===== config.mk =====
export PLATFORM = sky130hd
export DESIGN_NAME = perf_counter_bank
export DESIGN_NICKNAME = d
export VERILOG_FILES = /design/src/rtl/perf_pkg.sv /design/src/rtl/perf_event_counter.sv /design/src/rtl/perf_counter_bank.sv
export SDC_FILE = /design/constraint.sdc
export NUM_CORES = 1
export LEC_CHECK = 0
export CORE_MARGIN = 3
export CORE_UTILIZATION = 42
export CTS_CLUSTER_DIAMETER = 80
export DETAILED_ROUTE_END_ITERATION = 8
export GPL_TIMING_DRIVEN = 0
export SETUP_SLACK_MARGIN = 0.15
export SYNTH_ARGS = -nofsm -noshare
export SYNTH_HDL_FRONTEND = slang
export SYNTH_SLANG_ARGS = --single-unit

===== constraint.sdc =====
create_clock -name clk -period 4.7 [get_ports clk]
set_clock_uncertainty 0.2 [all_clocks]
set_input_delay 0.94 -clock clk [delete_from_list [all_inputs] [get_ports clk]]
set_output_delay 0.94 -clock clk [all_outputs]
set_load 0.05 [all_outputs]

===== src/rtl/perf_pkg.sv =====
// Shared constants for the pipeline performance counter bank: counting
// modes and the event channel assignment used by the mp4 core hookup.
package perf_pkg;

    localparam logic MODE_LEVEL = 1'b0;
    localparam logic MODE_EDGE  = 1'b1;

    localparam int EV_I_HIT      = 0;
    localparam int EV_I_MISS     = 1;
    localparam int EV_D_HIT      = 2;
    localparam int EV_D_MISS     = 3;
    localparam int EV_MISPREDICT = 4;
    localparam int EV_STALL_ALL  = 5;
    localparam int EV_STALL_FE   = 6;
    localparam int EV_STALL_EMW  = 7;

endpackage


===== src/rtl/perf_event_counter.sv =====
// One counter channel: event qualification (level or rising edge),
// saturating/wrapping counter and sticky overflow flag.
module perf_event_counter
    import perf_pkg::*;
#(
    parameter int CNT_WIDTH = 32,
    parameter bit SATURATE  = 1'b1
) (
    input  logic                 clk,
    input  logic                 rst_n,
    input  logic                 event_i,
    input  logic                 enable,
    input  logic                 edge_mode,
    input  logic                 clear,
    output logic [CNT_WIDTH-1:0] cnt,
    output logic                 ovf
);

    logic prev_p0;
    logic hit;

    function automatic logic [CNT_WIDTH-1:0] bump(input logic [CNT_WIDTH-1:0] v);
        if (v == '1) begin
            return SATURATE ? v : '0;
        end
        return v + CNT_WIDTH'(1);
    endfunction

    // prev tracks the raw strobe even while disabled, so enabling during a
    // high event does not fabricate an edge.
    assign hit = enable & ((edge_mode == MODE_EDGE) ? (event_i & ~prev_p0) : event_i);

    always_ff @(posedge clk or negedge rst_n) begin
        if (!rst_n) begin
            prev_p0 <= 1'b0;
            cnt     <= '0;
            ovf     <= 1'b0;
        end else begin
            prev_p0 <= event_i;
            if (clear) begin
                cnt <= '0;
                ovf <= 1'b0;
            end else if (hit) begin
                cnt <= bump(cnt);
                if (cnt == '1) begin
                    ovf <= 1'b1;
                end
            end
        end
    end

endmodule


===== src/rtl/perf_counter_bank.sv =====
// Bank of NUM_CH event counters with an atomic shadow snapshot and a
// two-edge read pipeline (latch select, then present shadow value).
module perf_counter_bank
    import perf_pkg::*;
#(
    parameter int NUM_CH    = 8,
    parameter int CNT_WIDTH = 32,
    parameter bit SATURATE  = 1'b1,
    parameter int SEL_W     = (NUM_CH > 1) ? $clog2(NUM_CH) : 1
) (
    input  logic                 clk,
    input  logic                 rst_n,
    input  logic [NUM_CH-1:0]    event_i,
    input  logic [NUM_CH-1:0]    enable,
    input  logic [NUM_CH-1:0]    edge_mode,
    input  logic                 clear,
    input  logic                 snap_req,
    input  logic                 rd_req,
    input  logic [SEL_W-1:0]     rd_sel,
    output logic [CNT_WIDTH-1:0] rd_data,
    output logic                 rd_valid,
    output logic [NUM_CH-1:0]    ovf
);

    logic [CNT_WIDTH-1:0] cnt    [NUM_CH];
    logic [CNT_WIDTH-1:0] shadow [NUM_CH];
    logic [SEL_W-1:0]     rd_sel_p0;
    logic                 vld_p0;
    logic [CNT_WIDTH-1:0] rd_mux;

    for (genvar i = 0; i < NUM_CH; i++) begin : g_ch
        perf_event_counter #(
            .CNT_WIDTH (CNT_WIDTH),
            .SATURATE  (SATURATE)
        ) u_ch (
            .clk       (clk),
            .rst_n     (rst_n),
            .event_i   (event_i[i]),
            .enable    (enable[i]),
            .edge_mode (edge_mode[i]),
            .clear     (clear),
            .cnt       (cnt[i]),
            .ovf       (ovf[i])
        );
    end

    always_ff @(posedge clk or negedge rst_n) begin
        if (!rst_n) begin
            for (int i = 0; i < NUM_CH; i++) shadow[i] <= '0;
        end else if (snap_req) begin
            for (int i = 0; i < NUM_CH; i++) shadow[i] <= cnt[i];
        end
    end

    // Unmatched select (rd_sel >= NUM_CH) falls through to zero.
    always_comb begin
        rd_mux = '0;
        for (int i = 0; i < NUM_CH; i++) begin
            if (rd_sel_p0 == SEL_W'(i)) rd_mux = shadow[i];
        end
    end

    // Stage p0: latch the request; output stage: present shadow value.
    always_ff @(posedge clk or negedge rst_n) begin
        if (!rst_n) begin
            vld_p0    <= 1'b0;
            rd_sel_p0 <= '0;
            rd_valid  <= 1'b0;
            rd_data   <= '0;
        end else begin
            vld_p0   <= rd_req;
            rd_valid <= vld_p0;
            if (rd_req) rd_sel_p0 <= rd_sel;
            if (vld_p0) rd_data <= rd_mux;
        end
    end

endmodule

==> summary.md <==
| Metric | Value |
|---|---|
| Ys Warns | `0` |
| Slowest cell delay on critical path | `about 1.2 ns` |
| Total CTS buffers | `68` |
| # DRC | `0` |
| Worst path bufs/invs | `4` |
| TritonCTS Sinks | `565` |
| Max cap viols | `1` |
| Area growth, synth to finish | `15.2%` |
| First-pass GRT wire length | `about 140 mm` |
| Crit path arrival time | `between 4 and 5 ns` |
| Netlist cell types | `75` |
| Placer Congestion | `approximately 0.98` |
| # hold bufs at CTS | `0` |
| Post-DRT Antenna Nets | `0` |
| CORE AREA | `65000 um^2` |
| Mapped cell area | `between 20000 and 30000 um^2` |
| Routed WL | `~91 mm` |
| Seq cells post-synth | `565` |
| Row Count | `between 90 and 100` |
| Largest net degree at the start of global routing | `125` |
| Htree depth | `3` |
| Multi-input logic area | `12900 um^2` |
| Ports | `73` |
| HPWL Detailed | `67.6 mm` |
| Relative slew slack | `-0.657%` |
| Mean Syn Cell Area | `~11 um^2` |
| Layout Cells excl Fill | `3698` |
| Switching part of the total power | `25.6%` |
| Fin Hold WS | `around 0.073 ns` |
| Logic pwr share | `9.2%` |
| Slew @ Worst Pin | `1.51 ns` |
| Crit path required time | `4.97 ns` |
| Mapped Nets | `2685` |
| Clk buf depth | `3` |
| LEAKAGE | `13.5 nW` |
| Peak VDD IR | `0.000206 V` |
| Initial Utilization | `42.9%` |
| Crit-path cells | `clkdlybuf4s50_1 > clkbuf_2 > clkbuf_1 > clkbuf_1 > o21bai_1 > a31oi_1` |
| Layout net count | `2831` |
| Die area | `69600 um^2` |
| Grt ovf | `0` |
| Failing checks | `capacitance limit, slew limit` |
| Placed Cells | `3576` |
| Vias in the first global route | `22000` |
| Setup violators final | `0` |
| Critical Path End Type | `register` |
| Fraction of layout cells with a size suffix above 1 | `17.8%` |
| Tmin final | `4.45 ns` |
| Kind of critical path | `in -> reg` |
| ANT cells | `0` |
| Status | `finished, violations left` |
| Antenna violations before repair | `4` |
| EDFF count, synth | `0` |
| FMAX | `225 MHz` |
| Fill count | `5921` |
| Fin. Hold Viols | `0` |
| Clk pin slew, worst setup/hold paths | `0.06 ns` |
| Clock Root Buffer | `clkbuf_16` |
| Die Width | `264 um` |
| Crit path max fanout | `10` |
| Synth Instances | `about 2600` |
| Drt pass-1 iters | `5` |
| Worst path slowest cell | `clkbuf_1` |
| GRT Total Usage | `25.8%` |
| Reg power frac | `43.8%` |
| Top cell by count, worst path | `clkbuf_1` |
| Unrepaired setup endpoints after global routing | `no` |
| Startpoint Class | `input pin` |
| Initial DRC Count | `2535` |
| Psw | `2.92 mW` |
| Routed vias/inst | `about 6.1` |
| CTS tree | `built` |
| Clk Latency, worst-skew pair | `0.61 ns` |
| Internal power | `8.51 mW` |
| Setup Buffers After CTS | `0` |
| Pwr Density | `356 nW/um^2` |
| Sequential share of the synthesized area | `50.7%` |
| Pins Over Slew Limit | `11` |
| Die Y | `264 um` |
| DR vias | `22700` |
| Worst Hold Class | `in -> async` |
| Port buffer count | `71` |
| Dominant synthesized flop cell | `dfrtp_1` |
| Delay-heaviest family, CP | `buffers and inverters` |
| Sequential Area | `14100 um^2` |
| Routed len/inst | `approximately 25 um` |
| Fin crit share | `between 90% and 100%` |
| Asr flop ratio synth | `100%` |
| Share of total power in the clock network | `47.0%` |
[through the flow]
step / total power [mW] / setup TNS, ns / utilization, % / setup WS [ns] / instance area, um^2
after detailed placement: 6.14 / -85.91 / 45.9 / -1.08 / 29800
after global routing: 11.8 / 0 / 49.4 / 0.265 / 32100
final: 11.4 / 0 / 49.4 / 0.250 / 32100
after floorplan: 5.63 / 0 / - / 1.97 / 27900
after CTS: 11.5 / 0 / 49.4 / 0.340 / 32100
after global placement: 6.12 / - / 45.6 / -22.93 / 29700
[power groups by stage]
stage / combinational [mW] / sequential [mW] / clock (mW)
CTS: 1.05 / 5.00 / 5.48
detailed placement: 1.05 / 5.09 / 0
global placement: 1.02 / 5.10 / 0
floorplan: 0.426 / 5.20 / 0
global route: 1.12 / 5.01 / 5.70
finish: 1.05 / 5.01 / 5.37
[final timing paths]
kind                       cells after the start  slack, ns              endpoint    startpoint
max                                            6       0.25  g_ch[0].u_ch.cnt[12]         clear
min                                            1       0.07   g_ch[3].u_ch.cnt[0]         rst_n
max reg2reg                                    6       1.16           rd_data[20]  rd_sel_p0[1]
min reg2reg                                    0       0.19              rd_valid        vld_p0
max in group asynchronous                      4       2.34      g_ch[2].u_ch.ovf         rst_n
min in group clk                               0       0.19              rd_valid        vld_p0
[Yosys cell counts, types with 7 or more instances]
cell type	count	area, um^2
buf_2	23	115
a22o_1	19	166
nor2_1	137	514
xnor2_1	18	158
nor2b_1	45	282
o31ai_1	69	518
and2_1	14	87.6
inv_1	48	180
o221ai_1	23	201
ha_1	8	100
mux2_2	290	3270
o211ai_1	27	203
nand4_1	73	457
mux2i_1	40	400
and3_1	21	131
or3_1	103	644
nand2_1	150	563
nand3_1	96	480
a21o_1	15	113
nor4b_1	7	61.3
and4_1	30	263
or2_2	28	175
clkbuf_1	124	465
a21oi_1	251	1260
nor4_1	25	156
dfrtp_1	565	14100
o31a_1	7	61.3
o21ai_0	124	621
nor3b_1	7	52.6
or4_1	68	510
a31oi_1	13	81.3
xor2_1	12	105
o22ai_1	28	175
a2bb2oi_1	24	210
buf_4	10	75.1
nor3_1	19	95.1
[cells in the final DEF (no fill, tap or decap), drive strengths merged, types with 13 or more instances in the layout]
| cell type | netlist | layout |
|---|---|---|
| and4 | 30 | 30 |
| or3 | 104 | 104 |
| or4 | 69 | 69 |
| o22ai | 28 | 28 |
| dfrtp | 565 | 565 |
| nand3 | 96 | 96 |
| buf | 40 | 46 |
| nand2 | 150 | 150 |
| mux2 | 290 | 290 |
| nor2b | 45 | 45 |
| nor4 | 28 | 28 |
| and2 | 15 | 15 |
| a21oi | 251 | 251 |
| a2bb2oi | 24 | 24 |
| o221ai | 23 | 23 |
| o21ai | 124 | 124 |
| o31ai | 70 | 70 |
| nor3 | 23 | 23 |
| clkdlybuf4s50 | 0 | 70 |
| a21o | 15 | 15 |
| o211ai | 27 | 27 |
| a22o | 19 | 19 |
| nand4 | 76 | 76 |
| xnor2 | 18 | 18 |
| clkbuf | 124 | 221 |
| nor2 | 137 | 137 |
| mux2i | 40 | 40 |
| clkinv | 0 | 17 |
| a31oi | 13 | 13 |
| and3 | 22 | 22 |
| inv | 48 | 50 |
| or2 | 29 | 29 |
[per-layer routing]
metal,GRT usage [%],share of wire (%),wire (um),vias up
met5,0,0,0,-
met4,11.4,4.5,4090,0
met3,4.03,6.4,5850,167
met2,39.3,44,40400,826
met1,36.4,45,40500,11600
li1,-,-,-,10200
[flip-flops by register name, summed over array words and instances, names as in the netlist]
name,count
rd_sel_p0,3
vld_p0,1
g_ch.u_ch.ovf,8
g_ch.u_ch.cnt,256
rd_valid,1
rd_data,32
g_ch.u_ch.prev_p0,8
shadow,256
[final cells by class]
cell class              count  area share (%)
plain buffers             166            2.25
clock buffers              97            6.24
clock inverters            25           0.926
inverters                  48           0.561
multi-input cells        1866            40.1
flip-flops and latches    565            44.0
well taps                 855            3.33
repair buffers             76            2.65
[cells by family (layout without fill, tap and decap cells)]
| kind of cell | Yosys count | after routing | synth area share (%) |
|---|---|---|---|
| flip-flops | 565 | 565 | 50.7 |
| AO/OA/AOI/OAI | 642 | 642 | 14.4 |
| buffers and inverters | 214 | 412 | 3.21 |
| XOR/XNOR | 30 | 30 | 0.941 |
| AND/OR/NAND/NOR | 856 | 856 | 17.3 |
| adder cells (fa/ha/maj) | 8 | 8 | 0.359 |
| multiplexers | 330 | 330 | 13.1 |
[what timing repair did]
item,4_1_cts,5_1_grt
setup endpoints to repair,107,0
hold endpoints to repair,0,0
gates resized for setup,4,0
Power figures use the tool's default switching activity.
